===== src/rtl/hd_frame_packer_if.sv =====
// hd_frame_packer_if: output word stream of hd_frame_packer.
//
// Handshake: a word transfers on every rising clock edge where out_valid and
// out_ready are both high. Once out_valid is raised, out_valid, out_data,
// out_last, out_frame_id (and out_weight when built) hold stable until that
// transfer happens. out_ready may toggle freely and has no effect unless
// out_valid is high.
//
// Signals:
//   out_valid     producer -> consumer  out_data holds a valid word
//   out_ready     consumer -> producer  consumer accepts the word
//   out_data      producer -> consumer  OUT_WIDTH codeword bits, LSB first
//   out_last      producer -> consumer  final word of a codeword
//   out_frame_id  producer -> consumer  frame offset tag of the codeword
//   out_weight    producer -> consumer  codeword Hamming weight (HD_WEIGHT_EN)
//
// Modports: master = producer (hd_frame_packer), slave = consumer.
// Optional feature macro: HD_WEIGHT_EN adds out_weight.
interface hd_frame_packer_if #(
  parameter int OUT_WIDTH = 12
) ();
  logic                 out_valid;
  logic                 out_ready;
  logic [OUT_WIDTH-1:0] out_data;
  logic                 out_last;
  logic                 out_frame_id;
`ifdef HD_WEIGHT_EN
  logic [7:0]           out_weight;

  modport master (
    output out_valid, out_data, out_last, out_frame_id, out_weight,
    input  out_ready
  );
  modport slave (
    input  out_valid, out_data, out_last, out_frame_id, out_weight,
    output out_ready
  );
`else
  modport master (
    output out_valid, out_data, out_last, out_frame_id,
    input  out_ready
  );
  modport slave (
    input  out_valid, out_data, out_last, out_frame_id,
    output out_ready
  );
`endif
endinterface


===== src/rtl/hd_frame_packer.sv =====
// hd_frame_packer: gathers four hard-decision bits per beat from the DNU f0
// stage into a two-bank codeword buffer and streams each finished codeword
// as OUT_WIDTH-bit words, tagged with the frame offset sampled on beat 0.
//
// Ports:
//   read_clk            clock
//   rstn                asynchronous active-low reset
//   hd_valid            the four decision bits are a valid beat
//   hd_frame_offset     frame offset tag, sampled on beat 0 only
//   dnu0..3_hard_decision  decision bits; beat k, dnuj -> codeword bit 4k+j
//   out_if              output word stream (hd_frame_packer_if.master)
//   overflow            sticky: a whole frame was dropped (both banks full)
//   dbg_drain_state     drain FSM state (0 = IDLE, 1 = STREAM)
//
// Optional feature macro: HD_WEIGHT_EN builds a per-frame popcount that is
// presented on out_if.out_weight with every word of the frame.
module hd_frame_packer #(
  parameter int CW_LEN    = 204,
  parameter int OUT_WIDTH = 12
) (
  input  logic              read_clk,
  input  logic              rstn,
  input  logic              hd_valid,
  input  logic              hd_frame_offset,
  input  logic              dnu0_hard_decision,
  input  logic              dnu1_hard_decision,
  input  logic              dnu2_hard_decision,
  input  logic              dnu3_hard_decision,
  hd_frame_packer_if.master out_if,
  output logic              overflow,
  output logic              dbg_drain_state
);
  localparam int HD_NUM = 4;
  localparam int BEATS  = CW_LEN / HD_NUM;
  localparam int WORDS  = CW_LEN / OUT_WIDTH;
  localparam int BW     = (BEATS > 1) ? $clog2(BEATS) : 1;
  localparam int WW     = (WORDS > 1) ? $clog2(WORDS) : 1;

  typedef enum logic {IDLE = 1'b0, STREAM = 1'b1} drain_state_t;

  // Fill side
  logic [CW_LEN-1:0] bank [2];
  logic [1:0]        full, full_nxt, tag;
  logic              wr_sel, rd_sel;
  logic [BW-1:0]     beat_cnt;
  logic              drop_q, offset_q;
  logic [HD_NUM-1:0] hd_bits;
  logic              beat_first, beat_last, drop_now, frame_drop, commit, cur_offset;

  // Drain side
  drain_state_t      state, state_nxt;
  logic [WW-1:0]     word_idx, word_idx_nxt, load_idx;
  logic              rd_sel_nxt, other_sel, load, load_sel, release_bank, handshake;
  logic              out_valid_q, out_valid_nxt, last_q, frame_id_q;
  logic [OUT_WIDTH-1:0] data_q;

  assign hd_bits    = {dnu3_hard_decision, dnu2_hard_decision,
                       dnu1_hard_decision, dnu0_hard_decision};
  assign beat_first = (beat_cnt == '0);
  assign beat_last  = (beat_cnt == BW'(BEATS - 1));

  // A bank being released by the drain in this very cycle counts as free.
  assign drop_now   = beat_first & full[wr_sel] & ~(release_bank & (rd_sel == wr_sel));
  // The drop decision made on beat 0 governs every later beat of the frame.
  assign frame_drop = beat_first ? drop_now : drop_q;
  assign commit     = hd_valid & beat_last & ~frame_drop;
  assign cur_offset = beat_first ? hd_frame_offset : offset_q;

  always_comb begin
    full_nxt = full;
    if (release_bank) full_nxt[rd_sel] = 1'b0;
    if (commit)       full_nxt[wr_sel] = 1'b1;
  end

  always_ff @(posedge read_clk or negedge rstn) begin
    if (!rstn) begin
      beat_cnt <= '0;
      wr_sel   <= 1'b0;
      full     <= '0;
      tag      <= '0;
      drop_q   <= 1'b0;
      offset_q <= 1'b0;
      overflow <= 1'b0;
    end else begin
      full <= full_nxt;
      if (hd_valid) begin
        beat_cnt <= beat_last ? '0 : beat_cnt + 1'b1;
        if (beat_first) begin
          offset_q <= hd_frame_offset;
          drop_q   <= drop_now;
          if (drop_now) overflow <= 1'b1;
        end
        if (commit) begin
          tag[wr_sel] <= cur_offset;
          wr_sel      <= ~wr_sel;
        end
      end
    end
  end

  // Frame storage carries no reset: a bank is only read once its full bit is
  // set, and reset clears every full bit.
  always_ff @(posedge read_clk) begin
    if (hd_valid && !frame_drop)
      bank[wr_sel][int'(beat_cnt)*HD_NUM +: HD_NUM] <= hd_bits;
  end

`ifdef HD_WEIGHT_EN
  // One running sum serves whichever bank is filling; it is latched into the
  // bank's weight slot on commit.
  logic [7:0] wacc, beat_pop, frame_weight, weight_q;
  logic [7:0] weight [2];

  assign beat_pop     = {7'd0, hd_bits[0]} + {7'd0, hd_bits[1]} +
                        {7'd0, hd_bits[2]} + {7'd0, hd_bits[3]};
  assign frame_weight = (beat_first ? 8'd0 : wacc) + beat_pop;

  always_ff @(posedge read_clk or negedge rstn) begin
    if (!rstn) begin
      wacc      <= 8'd0;
      weight[0] <= 8'd0;
      weight[1] <= 8'd0;
      weight_q  <= 8'd0;
    end else begin
      if (hd_valid && !frame_drop) begin
        wacc <= frame_weight;
        if (commit) weight[wr_sel] <= frame_weight;
      end
      if (load) weight_q <= weight[load_sel];
    end
  end

  assign out_if.out_weight = weight_q;
`endif

  // Drain FSM: next state and word-load control
  assign handshake = out_valid_q & out_if.out_ready;
  assign other_sel = ~rd_sel;

  always_comb begin
    state_nxt     = state;
    rd_sel_nxt    = rd_sel;
    word_idx_nxt  = word_idx;
    out_valid_nxt = out_valid_q;
    load          = 1'b0;
    load_sel      = rd_sel;
    load_idx      = word_idx;
    release_bank  = 1'b0;
    case (state)
      IDLE: begin
        if (full[rd_sel]) begin
          state_nxt     = STREAM;
          load          = 1'b1;
          load_idx      = '0;
          word_idx_nxt  = '0;
          out_valid_nxt = 1'b1;
        end
      end
      STREAM: begin
        if (handshake) begin
          if (word_idx == WW'(WORDS - 1)) begin
            release_bank = 1'b1;
            rd_sel_nxt   = other_sel;
            word_idx_nxt = '0;
            if (full[other_sel]) begin
              // Chain straight into the other bank with no bubble.
              load     = 1'b1;
              load_sel = other_sel;
              load_idx = '0;
            end else begin
              state_nxt     = IDLE;
              out_valid_nxt = 1'b0;
            end
          end else begin
            word_idx_nxt = word_idx + 1'b1;
            load         = 1'b1;
            load_idx     = word_idx + 1'b1;
          end
        end
      end
      default: state_nxt = IDLE;
    endcase
  end

  always_ff @(posedge read_clk or negedge rstn) begin
    if (!rstn) begin
      state       <= IDLE;
      rd_sel      <= 1'b0;
      word_idx    <= '0;
      out_valid_q <= 1'b0;
      data_q      <= '0;
      last_q      <= 1'b0;
      frame_id_q  <= 1'b0;
    end else begin
      state       <= state_nxt;
      rd_sel      <= rd_sel_nxt;
      word_idx    <= word_idx_nxt;
      out_valid_q <= out_valid_nxt;
      if (load) begin
        data_q     <= bank[load_sel][int'(load_idx)*OUT_WIDTH +: OUT_WIDTH];
        last_q     <= (load_idx == WW'(WORDS - 1));
        frame_id_q <= tag[load_sel];
      end
    end
  end

  assign out_if.out_valid    = out_valid_q;
  assign out_if.out_data     = data_q;
  assign out_if.out_last     = last_q;
  assign out_if.out_frame_id = frame_id_q;
  assign dbg_drain_state     = state;
endmodule

===== src/flat_wrapper.sv =====
// flat-port wrapper written by rule: the top's interface ports become plain ports
module hd_frame_packer_flat 
#(
  parameter int CW_LEN    = 204,
  parameter int OUT_WIDTH = 12
)
  (read_clk, rstn, hd_valid, hd_frame_offset, dnu0_hard_decision, dnu1_hard_decision, dnu2_hard_decision, dnu3_hard_decision, overflow, dbg_drain_state, out_if_out_valid, out_if_out_data, out_if_out_last, out_if_out_frame_id, out_if_out_ready);
  hd_frame_packer_if #(.OUT_WIDTH(OUT_WIDTH)) out_if_i ();
  input  logic read_clk;
  input  logic rstn;
  input  logic hd_valid;
  input  logic hd_frame_offset;
  input  logic dnu0_hard_decision;
  input  logic dnu1_hard_decision;
  input  logic dnu2_hard_decision;
  input  logic dnu3_hard_decision;
  output logic overflow;
  output logic dbg_drain_state;
  output wire logic [$bits(out_if_i.out_valid)-1:0] out_if_out_valid;
  output wire logic [$bits(out_if_i.out_data)-1:0] out_if_out_data;
  output wire logic [$bits(out_if_i.out_last)-1:0] out_if_out_last;
  output wire logic [$bits(out_if_i.out_frame_id)-1:0] out_if_out_frame_id;
  input wire logic [$bits(out_if_i.out_ready)-1:0] out_if_out_ready;
  assign out_if_out_valid = out_if_i.out_valid;
  assign out_if_out_data = out_if_i.out_data;
  assign out_if_out_last = out_if_i.out_last;
  assign out_if_out_frame_id = out_if_i.out_frame_id;
  assign out_if_i.out_ready = out_if_out_ready;
  hd_frame_packer #(.CW_LEN(CW_LEN), .OUT_WIDTH(OUT_WIDTH)) u_core (.read_clk(read_clk), .rstn(rstn), .hd_valid(hd_valid), .hd_frame_offset(hd_frame_offset), .dnu0_hard_decision(dnu0_hard_decision), .dnu1_hard_decision(dnu1_hard_decision), .dnu2_hard_decision(dnu2_hard_decision), .dnu3_hard_decision(dnu3_hard_decision), .out_if(out_if_i), .overflow(overflow), .dbg_drain_state(dbg_drain_state));
endmodule

===== config.mk =====
export PLATFORM = sky130hd
export DESIGN_NAME = hd_frame_packer_flat
export DESIGN_NICKNAME = d
export VERILOG_FILES = /design/src/rtl/hd_frame_packer_if.sv /design/src/rtl/hd_frame_packer.sv /design/src/flat_wrapper.sv
export SDC_FILE = /design/constraint.sdc
export NUM_CORES = 1
export LEC_CHECK = 0
export CORE_MARGIN = 5
export CORE_UTILIZATION = 30
export CTS_CLUSTER_DIAMETER = 50
export DETAILED_ROUTE_END_ITERATION = 10
export MAX_ROUTING_LAYER = met4
export PLACE_DENSITY = 0.41
export SETUP_SLACK_MARGIN = 0.3
export SYNTH_ARGS = -nofsm -noshare
export SYNTH_HDL_FRONTEND = slang
export SYNTH_SLANG_ARGS = --single-unit

===== constraint.sdc =====
create_clock -name read_clk -period 6.2 [get_ports read_clk]
set_clock_uncertainty 0.05 [all_clocks]
set_input_delay 1.24 -clock read_clk [delete_from_list [all_inputs] [get_ports read_clk]]
set_output_delay 1.24 -clock read_clk [all_outputs]
set_load 0.01 [all_outputs]

### Word level (Yosys, flattened, before mapping)

Memory sizes are Yosys's and may differ from the RTL's.
Cells that the tools add are included.

* add/sub/neg operators: 3
* multipliers: 1
* order comparisons: 6
* equality and inequality tests: 8
* shift operators: 3
* multiplexer cells: 47
* bitwise logic cells: 14
* reduce and logical (&&, ||, !) cells: 9

Operators with widths (number)
* $mux 204: 1
* $shift 4x33->204 const A: 1
* $shiftx 204x32->12: 1
* $shiftx 4x33->204: 1
* $neg 8->33: 1
* $mux 5: 6
* $mux 1: 29
* $pmux 5 s2: 2
* $eq 5x5->1 const B: 2
* $lt 1x2->1 const B: 4
* $mul 5x2->7 const B: 1
* $add 6x1->6 const B: 1
* $and 1x1->1: 6
* $eq 6x6->1 const B: 1
* $logic_not 6->1: 1
* $mux 6: 1
* $ne 2x2->1 const B: 3
* $pmux 1 s2: 3
* $reduce_and 3->1: 2
* $add 5x1->5 const B: 1
* $not 1->1: 5
* $mux 2: 2
* $reduce_and 4->1: 1
* $logic_and 1x1->1: 3
* other kinds (10): 12

* bits in registers: 36
* RAM bits: 408
* input bits: 9
* output and inout bits: 17
* logic and storage cells: 106
* memories kept: 1

Memory list
* u_core.bank: words 2, bits a word 204, read ports 1, clocked after memory_dff 0, write ports 1, line hd_frame_packer.sv:42 `logic [CW_LEN-1:0] bank [2];`

### Longest topological paths before layout

Gate-level depths: netlist (run 1).

* depth after elaboration: 12
* gate-level depth with buffers: 15
* depth with buffers taken out: 11

### Worst setup path before layout (run 1)

OpenSTA, ideal clock, no wires.

* kind: input to register
* start: in out_if_out_ready
* end: mem u_core.bank[1][180], enable pin
* library setup time: 0.329 ns
* arrival: 3.014 ns
* required time: 5.821 ns
* path slack: 2.806 ns
* cell stages on the path: 9
* path buffers: 1
* cells stage by stage: and3_1 nand2_1 o21ai_0 o21ai_0 and2_1 nor2_1 nand3_1 clkbuf_1 nor2_1

* longest elaborated chain between the ends: 11

Ends and longest elaborated chain
* start: declaration: line flat_wrapper.sv:23 `input wire logic [$bits(out_if_i.out_ready)-1:0] out_if_out_ready;`
* $and 1x1->1: line hd_frame_packer.sv:137 `assign handshake = out_valid_q & out_if.out_ready;`
* $mux 1: line hd_frame_packer.sv:160 `if (handshake) begin`
* $mux 1: line hd_frame_packer.sv:149 `case (state)`
* $and 1x1->1: line hd_frame_packer.sv:63 `assign drop_now = beat_first & full[wr_sel] & ~(release_bank & (rd_sel == wr_sel));`
* $not 1->1: line hd_frame_packer.sv:63
* $and 1x1->1: line hd_frame_packer.sv:63
* $mux 1: line hd_frame_packer.sv:65 `assign frame_drop = beat_first ? drop_now : drop_q;`
* $logic_not 1->1: line hd_frame_packer.sv:104 `if (hd_valid && !frame_drop)`
* $logic_and 1x1->1: line hd_frame_packer.sv:104
* $mux 1: line hd_frame_packer.sv:104
* $mux 204 (implied by the code): line hd_frame_packer.sv:105 `bank[wr_sel][int'(beat_cnt)*HD_NUM +: HD_NUM] <= hd_bits;`
* end: declaration: line hd_frame_packer.sv:42

Every way passes these cells.

### Worst setup path after layout (run 1)

* start: reg u_core.beat_cnt[0]
* end: mem u_core.bank[1][80], enable pin

* longest elaborated chain between the ends: 8
* elaborated cells between the ends (all ways): 10
* those cells by class: add/sub: 1; shift: 1; mux: 3; bitwise: 2; reduce/logical: 3

Ends and longest elaborated chain
* start: declaration: line hd_frame_packer.sv:45 `logic [BW-1:0] beat_cnt;`
* start signal: assignment: line hd_frame_packer.sv:87 `beat_cnt <= beat_last ? '0 : beat_cnt + 1'b1;`
* parallel branches: the longest is 7 deep, another holds $neg 8->33
* $mux 204 (implied by the code) *: line hd_frame_packer.sv:105

Every way passes the cells marked *.

==> results.yml, run 1 <==
floorplanning:
  die_w_um: 268.3
  start_util: 0.3034
  die-area_mm2: 0.07198
  core_mm2: 0.06598
  placementRows: 94
  pin_count: 26
  die_h_um: 268.3
logic_synthesis:
  async_reset_ff_frac: 0.08108
  synth_top_cell_by_area: "edfxtp_1"
  synth.area.top_cells: "edfxtp_1 61%, nand2_1 6.8%, nor2_1 6.3%, dfrtp_1 4.5%, nand3_1 2.5%"
  yosysWarnings: 0
  syn_nets: 1787
  synth_common_cells: "408 x edfxtp_1, 364 x nand2_1, 334 x nor2_1"
  syn_avg_cell_area_um2: 11.30
  synth_top_area_share: 0.6121
  ys_ff_latch: 444
  ys.flop_type: "edfxtp_1"
  syn-cell-area_mm2: 0.02002
  synth_cell_types: 74
  syn-instance-count: 1772
  synth-edff-count: 408
  yosysSeqAreaShare: 0.6571
  yosysMostFrequentCell: "edfxtp_1"
sta:
  fin_hold_ws_ns: 0.4015
  layout_min_cycle_time_ns: 4.532
  slew_headroom: 0.09642
  fin_ws_ns: 1.668
  period_share: 0.7310
  fmax_mhz: 220.6
  rsz0062_at_grt: "false"
  tightest_slew_ns: 1.345
  finalSetupTns_ns: 0
  setup_viol: 0
  slew_viol_final: 0
  finalHoldViolCount: 0
placement:
  placed_cells: 2599
  dpl.hpwl_mm: 55.97
  portBuffers: 25
  place_ws_ns: 1.137
  gp_congestion: 0.9322
power:
  p_leak_nw: 8.256
  power_density_mw_per_mm2: 410.7
  p_clk_frac: 0.366
  p_int_w: 0.006001
  p_seq_frac: 0.364
  ir_drop_uv: 247.3
  switchingPower_w: 0.003536
  combPwrFrac: 0.270
  finalPower_w: 0.009537
  swShare: 0.3707
final_layout:
  diodes: 0
  final_cells: 2709
  syn_to_final_growth_pct: 16.03
  fill_cells: 6544
  drive_gt1_frac: 0.09973
  nets: 1810
clocking:
  cts_hold_buf: 0
  cts_buffers: 58
  ctsResizeCount: 0
  cts_setup_buffers: 0
  tritoncts: "done"
  cts_root_buf: "clkbuf_16"
  clk_pin_slew_worst_paths_ns: 0.06
  h-tree-depth: 2
  clk_latency_ns: 0.64
  cts_sinks: 444
  clock_path_buffers: 3
global_routing:
  gr-total-overflow: 0
  globalRouteMet2Util: 0.3422
  use_met1: 0.3040
  grt_antenna_before_repair: 2
  grtUsageMet3: 0.04441
  grt_pass1_vias: 14560
  grt_pass1_wl_mm: 110.3
  grt_busiest_layer: "met2"
  grt_max_degree: 72
  grt_use_total: 0.2221
route:
  drt_wl_total_mm: 79.00
  antenna_left: 0
  vias: 14820
  wl_per_cell_um: 29.16
  vias_per_cell: 5.472
  dr.pass1.iters: 5
  drtIter0Drc: 1737
  drc: 0
critical_path:
  endpoint_kind: "register"
  worstPathArrival_ns: 4.73
  cp_data_required_time_ns: 6.40
  worstSetupPathType: "reg2reg"
  worstSetupStartpointType: "register"
  r2r_slack_ns: 1.67
  path_max_fanout: 8
run_status:
  status: "finished, final reports clean"
min_path:
  min_path_type: "reg2reg"
flow_run:
  max_cap_violations: 0
logic make-up (layout without fill, tap and decap cells):
| logic type | after synthesis | after routing | synth area share |
|---|---|---|---|
| flops | 444 | 444 | 0.6571 |
| simple gates | 922 | 922 | 0.1947 |
| mux | 68 | 68 | 0.03882 |
| xor+xnor | 8 | 8 | 0.003501 |
| compound gates | 205 | 205 | 0.07289 |
| buf+inv | 119 | 192 | 0.02919 |
| fa+ha+maj | 6 | 6 | 0.003751 |
per-layer routing:
metal  vias to the layer above  routed length (um)
li1                       6457                   -
met1                      7522               33960
met2                       692               36320
met3                       152                6372
met4                         0                2339
met5                         -                   0
power groups by stage:
stage	Combinational [W]	Clock [W]	Sequential (W)
2_1_floorplan	0.00143	0	0.00347
4_1_cts	0.00253	0.00355	0.00347
5_1_grt	0.00268	0.00368	0.00348
6_report	0.00257	0.00349	0.00347
3_5_place_dp	0.00253	0	0.00353
3_3_place_gp	0.00254	0	0.00353
through the flow:
step	utilization	area, um^2
floorplan	-	20020
global placement	0.3213	21200
detailed placement	0.3213	21200
CTS	0.3520	23220
global route	0.3520	23220
finish	0.3520	23220
layout by cell type, fill, tap and decap left out, types with 17 or more instances in the layout:
master           count
nand2_1            364
mux2_2              17
dfrtp_1             36
a31oi_1             23
clkbuf_16           59
edfxtp_1           408
nand3_1            101
nand4_1             17
o211ai_1            27
mux2i_1             45
clkdlybuf4s50_1     24
and3_1              32
nor3_1              20
o21ai_0             20
nor2_1             332
buf_4               39
a21oi_1             47
cell type report:
class / count / area [um^2] / share of cell area
Inverter: 15 / 56.30 / 0.002424
Clock inverter: 46 / 530.5 / 0.02284
Tap cell: 864 / 1081 / 0.04655
Clock buffer: 64 / 1495 / 0.06438
Timing Repair Buffer: 67 / 598.1 / 0.02575
Sequential cell: 444 / 13150 / 0.5663
Multi-Input combinational cell: 1209 / 6310 / 0.2717
flip-flops by register name, summed over array words and instances, names as in the netlist:
register / flops
u_core.bank: 408
u_core.out_if.out_data: 12
u_core.beat_cnt: 6
u_core.word_idx: 5
u_core.full: 2
u_core.tag: 2
u_core.dbg_drain_state: 1
u_core.drop_q: 1
u_core.offset_q: 1
u_core.out_if.out_frame_id: 1
u_core.out_if.out_last: 1
u_core.out_if.out_valid: 1
u_core.overflow: 1
u_core.rd_sel: 1
u_core.wr_sel: 1
final timing paths:
| check | start | to | cells past startpoint |
|---|---|---|---|
| max in group asynchronous | rstn | u_core.out_if.out_data[11] | 2 |
| max reg2reg | u_core.beat_cnt[0] | u_core.bank[1][80] | 8 |
| min | u_core.overflow | u_core.overflow | 1 |
| min reg2reg | u_core.overflow | u_core.overflow | 1 |
| max | u_core.beat_cnt[0] | u_core.bank[1][80] | 8 |
| min in group asynchronous | rstn | u_core.beat_cnt[1] | 2 |
worst max-delay path, stage by stage, from the launching register on:
cell and delay (ns):
dfrtp_1 0.48, inv_1 0.20, ha_1 0.34, nand2b_1 0.25, nor3_1 0.19, or3_1 0.46
nor3_1 1.04, nand2_1 0.52, nor2_1 0.63
No activity file was read; power rests on OpenSTA's default activity.
==> run 2: changes to the inputs <==
Settings changed: PLACE_DENSITY 0.41 to 0.43.
Clock period 6.2 ns to 4.15 ns, I/O delays scaled along.
==> results.yml, run 2 (synthesis gave the netlist of run 1 again) <==
power:
  swShare: 0.3706
  switchingPower_w: 0.005237
  p_clk_frac: 0.332
  p_seq_frac: 0.365
  combPwrFrac: 0.303
  power_density_mw_per_mm2: 592.6
  p_int_w: 0.008894
  finalPower_w: 0.01413
  ir_drop_uv: 463.9
  p_leak_nw: 8.683
clocking:
  cts_setup_buffers: 0
  tritoncts: "done"
  clk_latency_ns: 0.63
  cts_hold_buf: 0
  clock_path_buffers: 3
  cts_root_buf: "clkbuf_16"
  clk_pin_slew_worst_paths_ns: 0.06
  cts_buffers: 53
  h-tree-depth: 2
  cts_sinks: 444
global_routing:
  grt_max_degree: 51
  grt_pass1_vias: 15070
  grt_use_total: 0.2268
  gr-total-overflow: 0
  grt_pass1_wl_mm: 113.4
  grt_antenna_before_repair: 0
sta:
  setup_viol: 0
  rsz0062_at_grt: "false"
  fin_ws_ns: 0.3829
  fmax_mhz: 265.5
  period_share: 0.9077
  layout_min_cycle_time_ns: 3.767
  slew_viol_final: 0
  tightest_slew_ns: 1.126
  finalHoldViolCount: 0
  slew_headroom: 0.2467
final_layout:
  largest-register: "u_core.bank"
  drive_gt1_frac: 0.1406
  syn_to_final_growth_pct: 19.13
  nets: 1906
  final_cells: 2799
  fin_util: 0.3614
  final_common_cell: "edfxtp_1"
  diodes: 0
  largest_reg_flops: 408
  mostFrequentLayoutCells: "408 x edfxtp_1, 364 x nand2_1, 332 x nor2_1"
  fill_cells: 6499
floorplanning:
  start_util: 0.3034
  die_h_um: 268.3
  die-area_mm2: 0.07198
  pin_count: 26
  die_w_um: 268.3
  placementRows: 94
  core_mm2: 0.06598
route:
  vias: 15330
  dr.pass1.iters: 5
  drt_wl_total_mm: 80.43
  vias_per_cell: 5.478
  antenna_left: 0
  wl_per_cell_um: 28.74
  drtIter0Drc: 1591
  drc: 0
critical_path:
  endpoint_kind: "register"
  cp-endpoint: "u_core.out_if.out_data[6]"
  r2r_slack_ns: 0.38
  worstPathArrival_ns: 4.24
  path_max_fanout: 29
  r2r_cells: 12
  worstSetupStartpointType: "register"
  cp_data_required_time_ns: 4.63
  worstReg2RegStart: "u_core.word_idx[1]"
  worstSetupPathType: "reg2reg"
  cp-startpoint: "u_core.word_idx[1]"
  rr_endpoint: "u_core.out_if.out_data[6]"
placement:
  gp_congestion: 0.9369
  place_ws_ns: -0.2075
  dpl.hpwl_mm: 59.47
  portBuffers: 25
  placed_cells: 2700
run_status:
  status: "finished, final reports clean"
min_path:
  min_path_type: "in2async"
flow_run:
  max_cap_violations: 0
## run 2: changes by cell type in the layout (fill, tap and decap cells not counted), sizes merged
cell      change
clkinvlp      -4
buf         +101
clkinv        -2
clkbuf        -1
bufinv        -2
inv           -2
## run 2: area by class of cell
cell class              instances  area [um^2]  area share
clock buffers                  63         1364     0.05720
clock inverters                36        392.9     0.01648
inverters                      15        56.30    0.002361
multi-input cells            1209         6316      0.2649
flip-flops and latches        444        13150      0.5516
well taps                     864         1081     0.04534
repair buffers                168         1481     0.06213
## run 2: power groups by stage
stage	Combinational [W]	Sequential [W]	Clock, W
after floorplan	0.00214	0.00518	0
after global placement	0.00420	0.00525	0
after detailed placement	0.00419	0.00525	0
after CTS	0.00421	0.00515	0.00475
after global routing	0.00447	0.00517	0.00494
final	0.00428	0.00516	0.00469
## run 2: worst min path at each step
| stage | end | startpoint |
|---|---|---|
| final | u_core.out_if.out_data[4] | rstn |
| after global routing | u_core.out_if.out_data[4] | rstn |
| after CTS | u_core.out_if.out_data[4] | rstn |
| after detailed placement | u_core.out_if.out_frame_id | u_core.out_if.out_frame_id |
| after global placement | u_core.out_if.out_frame_id | u_core.out_if.out_frame_id |
| after floorplan | u_core.drop_q | u_core.drop_q |
## run 2: per-stage QoR
stage               TNS [ns]  instance area (um^2)  hold WS [ns]
finish                     0                 23840       0.09612
global route               0                 23840       0.08817
CTS                        0                 23830       0.07205
detailed placement   -0.2256                 22080        0.4307
global placement     -0.1880                 22080        0.4227
floorplan                  0                 20020        0.4101
## run 2: repair_timing
action	in CTS	in global routing
gates cloned	0	0
hold endpoints to repair	0	0
gates resized for setup	1	2
endpoints found under the setup margin	1	3
## run 2: critical path, stage by stage (launching register included)
cell	delay, ns
dfrtp_1	0.41
inv_1	0.09
ha_1	0.19
and4bb_1	0.36
or3_1	0.49
o21ai_4	0.13
buf_12	0.25
buf_12	0.19
mux2i_1	0.09
o31ai_1	0.49
a21oi_1	0.13
nor4_1	0.62
or3_1	0.20
## run 2: per-layer routing
metal | vias to the layer above | global-route usage | routed length, um
met5 | - | - | 0
met4 | 0 | 0.07004 | 2809
met3 | 154 | 0.04477 | 7015
met2 | 779 | 0.3454 | 36170
met1 | 7745 | 0.3088 | 34440
li1 | 6654 | - | -
